$ cat src/rtl/fetch_redirect_ctrl_pkg.sv
// Shared types and constants for the fetch redirect controller: FSM states,
// pipe-select values, redirect source encoding and a saturating counter helper.
package fetch_redirect_ctrl_pkg;

  typedef enum logic [1:0] {
    IDLE = 2'd0,
    PEND = 2'd1,
    HOLD = 2'd2
  } state_e;

  typedef enum logic {
    SRC_ID = 1'b0,
    SRC_EX = 1'b1
  } src_e;

  localparam logic PIPE_T = 1'b1;
  localparam logic PIPE_N = 1'b0;

  function automatic logic [15:0] sat_add16(input logic [15:0] a, input logic [1:0] inc);
    logic [16:0] sum;
    sum = {1'b0, a} + {15'b0, inc};
    return sum[16] ? '1 : sum[15:0];
  endfunction

endpackage

$ cat src/rtl/fetch_redirect_ctrl_pend_buf.sv
// One-entry pending redirect buffer {pipe, pc, src}; a load always overwrites
// whatever entry is held.
module redirect_pend_buf
  import fetch_redirect_ctrl_pkg::*;
#(
  parameter int PC_W = 10
) (
  input  logic            clk,
  input  logic            rst,
  input  logic            load,
  input  logic            in_pipe,
  input  logic [PC_W-1:0] in_pc,
  input  src_e            in_src,
  output logic            pipe,
  output logic [PC_W-1:0] pc,
  output src_e            src
);

  logic            pipe_q, pipe_d;
  logic [PC_W-1:0] pc_q, pc_d;
  src_e            src_q, src_d;

  always_comb begin
    pipe_d = pipe_q;
    pc_d   = pc_q;
    src_d  = src_q;
    if (load) begin
      pipe_d = in_pipe;
      pc_d   = in_pc;
      src_d  = in_src;
    end
  end

  always_ff @(posedge clk or negedge rst) begin
    if (!rst) begin
      pipe_q <= PIPE_N;
      pc_q   <= '0;
      src_q  <= SRC_ID;
    end else begin
      pipe_q <= pipe_d;
      pc_q   <= pc_d;
      src_q  <= src_d;
    end
  end

  assign pipe = pipe_q;
  assign pc   = pc_q;
  assign src  = src_q;

endmodule

$ cat src/rtl/fetch_redirect_ctrl.sv
// Fetch redirect controller: arbitrates EX/ID redirects onto the T/N pipes with
// stall buffering and an ID hold-off window. Optional stats via REDIRECT_STATS_EN.
module fetch_redirect_ctrl
  import fetch_redirect_ctrl_pkg::*;
#(
  parameter int PC_W        = 10,
  parameter int HOLD_CYCLES = 1
) (
  input  logic            clk,
  input  logic            rst,
  input  logic            ex_req,
  input  logic            ex_pipe,
  input  logic [PC_W-1:0] ex_pc,
  input  logic            id_req,
  input  logic            id_pipe,
  input  logic [PC_W-1:0] id_pc,
  input  logic            fetch_stall,
  output logic            redir_t,
  output logic            redir_n,
  output logic [PC_W-1:0] redir_pc_t,
  output logic [PC_W-1:0] redir_pc_n,
  output logic            flush_ifid_t,
  output logic            flush_idex_t,
  output logic            flush_ifid_n,
  output logic            flush_idex_n,
  output logic            pipe_valid_t,
  output logic            pipe_valid_n,
  output logic            busy
`ifdef REDIRECT_STATS_EN
  ,
  output logic [15:0]     ex_cnt,
  output logic [15:0]     id_cnt,
  output logic [15:0]     drop_cnt
`endif
);

  localparam logic [1:0] HOLD_RELOAD = (HOLD_CYCLES > 0) ? 2'(HOLD_CYCLES - 1) : 2'd0;

  state_e          state_q, state_d;
  logic [1:0]      hold_cnt_q, hold_cnt_d;

  logic            req_vld, req_pipe;
  logic [PC_W-1:0] req_pc;
  src_e            req_src;

  logic            buf_load, buf_pipe;
  logic [PC_W-1:0] buf_pc;
  src_e            buf_src;

  logic            issue, iss_pipe;
  logic [PC_W-1:0] iss_pc;
  src_e            iss_src;

  logic            redir_t_q, redir_t_d, redir_n_q, redir_n_d;
  logic [PC_W-1:0] redir_pc_t_q, redir_pc_t_d, redir_pc_n_q, redir_pc_n_d;
  logic            flush_ifid_t_q, flush_ifid_t_d, flush_idex_t_q, flush_idex_t_d;
  logic            flush_ifid_n_q, flush_ifid_n_d, flush_idex_n_q, flush_idex_n_d;
  logic            pipe_valid_t_q, pipe_valid_t_d, pipe_valid_n_q, pipe_valid_n_d;

  // EX always wins the raw arbitration; whether an ID request survives depends on state.
  always_comb begin
    req_vld  = ex_req | id_req;
    req_pipe = ex_req ? ex_pipe : id_pipe;
    req_pc   = ex_req ? ex_pc : id_pc;
    req_src  = ex_req ? SRC_EX : SRC_ID;
  end

  redirect_pend_buf #(
    .PC_W (PC_W)
  ) u_pend_buf (
    .clk     (clk),
    .rst     (rst),
    .load    (buf_load),
    .in_pipe (req_pipe),
    .in_pc   (req_pc),
    .in_src  (req_src),
    .pipe    (buf_pipe),
    .pc      (buf_pc),
    .src     (buf_src)
  );

  always_comb begin
    state_d    = state_q;
    hold_cnt_d = hold_cnt_q;
    buf_load   = 1'b0;
    issue      = 1'b0;
    iss_pipe   = req_pipe;
    iss_pc     = req_pc;
    iss_src    = req_src;
    case (state_q)
      IDLE: begin
        if (req_vld) begin
          if (fetch_stall) begin
            buf_load = 1'b1;
            state_d  = PEND;
          end else begin
            issue = 1'b1;
          end
        end
      end
      PEND: begin
        // A fresh EX request on the release cycle bypasses the buffer it would overwrite.
        buf_load = ex_req & fetch_stall;
        if (!fetch_stall) begin
          issue = 1'b1;
          if (!ex_req) begin
            iss_pipe = buf_pipe;
            iss_pc   = buf_pc;
            iss_src  = buf_src;
          end
        end
      end
      HOLD: begin
        if (ex_req) begin
          if (fetch_stall) begin
            buf_load = 1'b1;
            state_d  = PEND;
          end else begin
            issue = 1'b1;
          end
        end else if (hold_cnt_q == 2'd0) begin
          state_d = IDLE;
        end else begin
          hold_cnt_d = hold_cnt_q - 2'd1;
        end
      end
      default: state_d = IDLE;
    endcase
    if (issue) begin
      state_d    = (HOLD_CYCLES == 0) ? IDLE : HOLD;
      hold_cnt_d = HOLD_RELOAD;
    end
  end

  always_comb begin
    redir_t_d      = issue & (iss_pipe == PIPE_T);
    redir_n_d      = issue & (iss_pipe == PIPE_N);
    redir_pc_t_d   = redir_t_d ? iss_pc : '0;
    redir_pc_n_d   = redir_n_d ? iss_pc : '0;
    flush_ifid_t_d = redir_t_d;
    flush_ifid_n_d = redir_n_d;
    flush_idex_t_d = redir_t_d & (iss_src == SRC_EX);
    flush_idex_n_d = redir_n_d & (iss_src == SRC_EX);
    pipe_valid_t_d = pipe_valid_t_q;
    pipe_valid_n_d = pipe_valid_n_q;
    if (issue && iss_src == SRC_EX) begin
      pipe_valid_t_d = (iss_pipe == PIPE_T);
      pipe_valid_n_d = (iss_pipe == PIPE_N);
    end
  end

  always_ff @(posedge clk or negedge rst) begin
    if (!rst) begin
      state_q        <= IDLE;
      hold_cnt_q     <= '0;
      redir_t_q      <= 1'b0;
      redir_n_q      <= 1'b0;
      redir_pc_t_q   <= '0;
      redir_pc_n_q   <= '0;
      flush_ifid_t_q <= 1'b0;
      flush_idex_t_q <= 1'b0;
      flush_ifid_n_q <= 1'b0;
      flush_idex_n_q <= 1'b0;
      pipe_valid_t_q <= 1'b1;
      pipe_valid_n_q <= 1'b1;
    end else begin
      state_q        <= state_d;
      hold_cnt_q     <= hold_cnt_d;
      redir_t_q      <= redir_t_d;
      redir_n_q      <= redir_n_d;
      redir_pc_t_q   <= redir_pc_t_d;
      redir_pc_n_q   <= redir_pc_n_d;
      flush_ifid_t_q <= flush_ifid_t_d;
      flush_idex_t_q <= flush_idex_t_d;
      flush_ifid_n_q <= flush_ifid_n_d;
      flush_idex_n_q <= flush_idex_n_d;
      pipe_valid_t_q <= pipe_valid_t_d;
      pipe_valid_n_q <= pipe_valid_n_d;
    end
  end

  assign redir_t      = redir_t_q;
  assign redir_n      = redir_n_q;
  assign redir_pc_t   = redir_pc_t_q;
  assign redir_pc_n   = redir_pc_n_q;
  assign flush_ifid_t = flush_ifid_t_q;
  assign flush_idex_t = flush_idex_t_q;
  assign flush_ifid_n = flush_ifid_n_q;
  assign flush_idex_n = flush_idex_n_q;
  assign pipe_valid_t = pipe_valid_t_q;
  assign pipe_valid_n = pipe_valid_n_q;
  assign busy         = (state_q == PEND);

`ifdef REDIRECT_STATS_EN
  logic [15:0] ex_cnt_q, ex_cnt_d, id_cnt_q, id_cnt_d, drop_cnt_q, drop_cnt_d;
  logic [1:0]  drop_inc;

  // Drops: ID losing to EX or arriving outside IDLE, plus a buffered entry overwritten by EX.
  always_comb begin
    drop_inc   = {1'b0, id_req & (ex_req | (state_q != IDLE))}
               + {1'b0, ex_req & (state_q == PEND)};
    ex_cnt_d   = (issue && iss_src == SRC_EX) ? sat_add16(ex_cnt_q, 2'd1) : ex_cnt_q;
    id_cnt_d   = (issue && iss_src == SRC_ID) ? sat_add16(id_cnt_q, 2'd1) : id_cnt_q;
    drop_cnt_d = sat_add16(drop_cnt_q, drop_inc);
  end

  always_ff @(posedge clk or negedge rst) begin
    if (!rst) begin
      ex_cnt_q   <= '0;
      id_cnt_q   <= '0;
      drop_cnt_q <= '0;
    end else begin
      ex_cnt_q   <= ex_cnt_d;
      id_cnt_q   <= id_cnt_d;
      drop_cnt_q <= drop_cnt_d;
    end
  end

  assign ex_cnt   = ex_cnt_q;
  assign id_cnt   = id_cnt_q;
  assign drop_cnt = drop_cnt_q;
`endif

endmodule

$ cat config.mk
export PLATFORM = sky130hd
export DESIGN_NAME = fetch_redirect_ctrl
export DESIGN_NICKNAME = d
export VERILOG_FILES = /design/src/rtl/fetch_redirect_ctrl_pkg.sv /design/src/rtl/fetch_redirect_ctrl_pend_buf.sv /design/src/rtl/fetch_redirect_ctrl.sv
export SDC_FILE = /design/constraint.sdc
export NUM_CORES = 1
export LEC_CHECK = 0
export CELL_PAD_IN_SITES_DETAIL_PLACEMENT = 2
export CELL_PAD_IN_SITES_GLOBAL_PLACEMENT = 2
export CORE_ASPECT_RATIO = 0.8
export CORE_UTILIZATION = 30
export DETAILED_ROUTE_END_ITERATION = 12
export PLACE_DENSITY_LB_ADDON = 0.15
export SLEW_MARGIN = 20
export SYNTH_ARGS = -nofsm -noshare
export SYNTH_HDL_FRONTEND = slang
export SYNTH_SLANG_ARGS = --single-unit
export TNS_END_PERCENT = 30
$ cat constraint.sdc
create_clock -name clk -period 2.2 [get_ports clk]
set_input_delay 0.44 -clock clk [delete_from_list [all_inputs] [get_ports clk]]
set_output_delay 0.44 -clock clk [all_outputs]
set_load 0.005 [all_outputs]
# After elaboration in Yosys (flattened, before gate mapping)
# Cells that the tools add are included.
# classes
n_addsub	1
n_lt_le_gt_ge	0
multipliers	0
n_reduce_logical	6
n_div	0
bitwise	7
shift	0
n_eq_ne	7
n_mux	32
# op_table
op	n
$mux W10	6
$mux W2	9
$mux W1	14
$pmux W1 S3	2
$pmux W2 S3	1
$reduce_and A3 Y1	2
$and A1 B1 Y1	5
$logic_not A2 Y1	2
$ne A2 B1 Y1 const B	2
$ne A4 B4 Y1 const B	1
$ne A3 B3 Y1 const B	1
$eq A2 B1 Y1 const B	1
$eq A2 B2 Y1 const B	1
$ne A2 B2 Y1 const B	1
$reduce_bool A2 Y1	1
$sub A2 B1 Y2 const B	1
$logic_and A1 B1 Y1	1
$not A1 Y1	1
$or A1 B1 Y1	1
# totals
output_inout_bits	29
rom_bits	0
ramBits	0
mem_count	0
latch_bits	0
input_bits	27
register_bits	42

# Logic depth before layout (Yosys ltp)
# Gate-level depths: netlist of run 1.
# logic_depth
word_depth	7
depth_mapped	7
ltp_nobuf	6

# Modules after synthesis
# A second synthesis of run 1 with hierarchy kept.
# hier_totals
hier_cells	183
hier_area_um2	2009.4
# by_module_without_submodules
mod	n_inst	cells_per_inst	seq_area_each_um2	area_each_um2
fetch_redirect_ctrl	1	158	753.2	1525.2
redirect_pend_buf	1	25	300.3	484.2

# Worst setup path after synthesis of run 1
# Ideal clock, no wire load.
# synth_path
path_type	register -> register
from	reg state_q[1]
to	reg redir_pc_t_q[0] (netlist: redir_pc_t[0])
period_less_slack_ps	1852
setup_ps	123
n_path_buf	1
stages_incl_launch_ff	8
path_slack_ps	348
required_ps	2077
arrival_ps	1729
cell_sequence	dfrtp_1 > inv_1 > ha_1 > and2b_1 > buf_2 > mux2_2 > mux2i_1 > nor2_1
# synth_between
elab_chain_len	4
elab_cells_between_ends	8
cone_classes	eq/ne: 2; mux: 4; bitwise: 1; reduce/logical: 1
# synth_lines
element	line_no	source
start: declaration	fetch_redirect_ctrl.sv:39	state_e state_q, state_d;
start signal: assignment	fetch_redirect_ctrl.sv:167	state_q <= state_d;
$eq A2 B1 Y1 *	--	
net busy	fetch_redirect_ctrl.sv:28	output logic busy
$pmux W1 S3 / $mux W1 (equally long branches)	fetch_redirect_ctrl.sv:90	case (state_q)
$and A1 B1 Y1	fetch_redirect_ctrl.sv:136	redir_t_d = issue & (iss_pipe == PIPE_T);
$mux W10 *	fetch_redirect_ctrl.sv:138	redir_pc_t_d = redir_t_d ? iss_pc : '0;
net redir_pc_t_d[0]	fetch_redirect_ctrl.sv:55	logic [PC_W-1:0] redir_pc_t_q, redir_pc_t_d, redir_pc_n_q, redir_pc_n_d;
end signal: assignment	fetch_redirect_ctrl.sv:171	redir_pc_t_q <= redir_pc_t_d;
end: declaration	fetch_redirect_ctrl.sv:55	
# The timed path passes the listed nets; every way through them passes the cells marked *.
# A chain may end at the register's enable or synchronous reset.

# Worst setup path in the final report of run 1
# layout_path
from	reg state_q[1]
to	out busy
# layout_between
elab_chain_len	1
# layout_lines
element	line_no	source
$eq A2 B1 Y1	fetch_redirect_ctrl.sv:192	assign busy = (state_q == PEND);
end: declaration	fetch_redirect_ctrl.sv:28	
# Every way passes these cells.

==> impl_metrics.yaml, run 1 <==
clock_tree:
  root_buffer: "clkbuf_8"
  ctsHoldBuffers: 0
  post_cts_resized: 0
  clk_pin_slew_worst_paths_ns: 0.08
  tritoncts: "built"
  cts_buffers: 5
  cts_buffer_depth: 2
  post_cts_buffers: 0
  cts_max_level: 2
  clkLatencyLatePin_ns: 0.29
  cts_sinks: 42
worst_setup_path:
  reg2reg_depth: 7
  crit_type: "reg2out"
  crit_path_max_fanout: 8
  r2r-start: "state_q[1]"
  r2r_slack_ns: 0.17
  cp-start-kind: "flop"
  required_ns: 1.76
  worst_setup_path_end_kind: "output port"
  cp_data_arrival_time_ns: 1.63
  r2r-end: "redir_pc_t[4]"
floorplanning:
  start_util_pct: 32.2
  die_w_um: 92.5
  die_h_um: 74.4
  die_area_sq_mm: 0.00688
  coreArea_sq_mm: 0.00610
  row_count: 25
  pin_count: 56
grt:
  grt_pass1_wl_um: 8730
  grt_use_total_pct: 17.1
  grt_use_met3_pct: 5.11
  overflow: 0
  antenna_found_initial: 0
  top_usage_layer: "met2"
  grt_max_degree: 43
  use_met2_pct: 29.4
  grt_pass1_vias: 1687
  groute.layer.met1.usage_pct: 22.1
synthesis:
  netlist_instances: 173
  synth-seq-cells: 42
  yosysWarnings: 0
  yosysSeqAreaShare_pct: 53.6
  syn_avg_cell_area_sq_um: 11.4
  synth.cell_area_sq_mm: 0.00197
  yosysUniqueCellTypes: 30
  synth_nets: 206
drt:
  drt_iter0_drc: 23
  wl_per_cell_um: 17.2
  drc: 0
  vias: 1488
  firstDrtPassIters: 3
  wl_um: 5410
  drt-vias-per-instance: 4.72
  ant_nets: 0
timing:
  fin_ws_ns: 0.126
  period_minus_slack_ns: 2.07
  fin_skew_ns: 0.00765
  final_min_period_over_clock_period_pct: 94.3
  rsz0062_at_grt: "no"
  fmax_ghz: 0.482
  tns_ns: 0
  setup_viol: 0
  slew_violations: 0
  hold_violations: 0
  slew_headroom_pct: 63.3
  worstMarginPinSlew_ns: 0.551
placement:
  dpl_worst_slack_ns: 0.0339
  dp_hpwl_um: 4180
  place_area_sq_mm: 0.00264
  port_buffers: 55
  gp_congestion: 0.753
pwr:
  p_leak_nw: 1.25
  ir_worst_vdd_v: 0.000281
  total_power_mw: 2.55
  power_density_mw_per_mm2: 933
cells_and_area:
  fillers: 618
  fin_area_sq_mm: 0.00273
  drive_above_1_share_pct: 15.0
  area_growth_pct: 39.0
  layout.nets: 266
  antenna_cells: 0
min_path:
  hp-class: "in2async"
flow_run:
  cap_violations: 0
run_status:
  outcome: "finished, final reports clean"
## stage by stage
step | hold slack [ns] | utilization, % | instances
3_3_place_gp | 0.459 | 43.3 | 307
4_1_cts | 0.233 | 44.7 | 315
3_5_place_dp | 0.480 | 43.3 | 307
5_1_grt | 0.256 | 44.8 | 315
2_1_floorplan | 0.144 | - | 173
6_report | 0.223 | 44.8 | 315
## where the power goes
part / internal, mW / switching, mW
Combinational: 0.499 / 0.437
Sequential: 0.991 / 0.123
Clock: 0.224 / 0.273
Total: 1.71 / 0.833
## worst max-delay path, stage by stage (launching register included)
cell             delay, ns
dfrtp_1               0.45
inv_1                 0.12
ha_2                  0.26
clkdlybuf4s50_1       0.52
## per-layer routing
metal / vias up / wire [um]
met2: 37 / 2620
li1: 699 / -
met1: 750 / 2560
met5: - / 0
met3: 2 / 218
met4: 0 / 19
## synthesized netlist by cell type
library cell  count  area share (%)
a211o_1           1            0.45
a21oi_1           2            0.51
and2_1            1            0.32
and2b_1           1            0.38
buf_2             5             1.3
buf_4             3             1.1
clkbuf_1          2            0.38
dfrtp_1          40              51
dfstp_2           2             2.7
ha_1              6             3.8
inv_1             6             1.1
mux2_2           11             6.3
mux2i_1          22              11
nand2_1          12             2.3
nand2_2           1            0.32
nand2b_1          6             1.9
nor2_1           25             4.8
nor2b_1           3            0.95
nor3_2            1            0.51
nor3b_1           1            0.38
o211a_1           1            0.51
o21ai_0          13             3.3
o21ai_1           1            0.25
o21ba_2           1            0.51
o311a_1           1            0.51
o311ai_1          1            0.45
o311ai_4          1             1.3
or3_1             1            0.32
or4b_4            1            0.70
xnor2_1           1            0.45
## flip-flops by register name, indices dropped and copies added (netlist names)
name	flops
hold_cnt_q	2
pipe_valid_n	1
pipe_valid_t	1
u_pend_buf.pc	10
u_pend_buf.src	1
flush_ifid_n	1
flush_ifid_t	1
u_pend_buf.pipe	1
flush_idex_t	1
redir_pc_n	10
flush_idex_n	1
redir_pc_t	10
state_q	2
## layout by cell type (no fill, tap or decap), types with 6 or more instances in the layout
cell             Yosys  routed
buf_4                3       6
clkdlybuf4s50_1      0      54
dfrtp_1             40      40
inv_1                6       6
mux2_2              11      11
mux2i_1             22      22
nand2_1             12      12
nand2b_1             6       6
nor2_1              25      25
o21ai_0             13      13
## logic make-up after synthesis
| logic type | count (synthesis) | share of synthesized area (%) |
|---|---|---|
| DFF | 42 | 53.6 |
| muxes | 33 | 17.5 |
| buffers and inverters | 16 | 3.95 |
| adders and majority gates | 6 | 3.82 |
| xor gates and xnor gates | 1 | 0.446 |
| and+or+nand+nor | 53 | 12.9 |
| AOI/OAI and AO/OA | 22 | 7.83 |
## worst max-delay path by stage
stage,from,endpoint
final,state_q[1],busy
after global routing,state_q[1],busy
after CTS,state_q[1],busy
after detailed placement,ex_req,pipe_valid_n
after global placement,ex_req,pipe_valid_n
after floorplan,state_q[1],redir_pc_t[0]
## final cells by class
class                           count  area [sq um]  share of cell area (%)
Inverter                            6          22.5                   0.825
Timing Repair Buffer               63           631                    23.1
Clock inverter                      2          13.8                   0.504
Tap cell                           81           101                    3.71
Sequential cell                    42          1050                    38.6
Clock buffer                        6          72.6                    2.66
Multi-Input combinational cell    115           837                    30.6
No activity file was read; power rests on OpenSTA's default activity.
==> run 2: changes to the inputs <==
--- a/config.mk
+++ b/config.mk
@@ -9,6 +9,7 @@
 export CELL_PAD_IN_SITES_GLOBAL_PLACEMENT = 2
 export CORE_ASPECT_RATIO = 0.8
 export CORE_UTILIZATION = 30
+export CTS_CLUSTER_DIAMETER = 150
 export DETAILED_ROUTE_END_ITERATION = 12
 export PLACE_DENSITY_LB_ADDON = 0.15
 export SLEW_MARGIN = 20
==> results of run 2 <==
The final DEF is identical to that of run 1; final timing and power are the same.
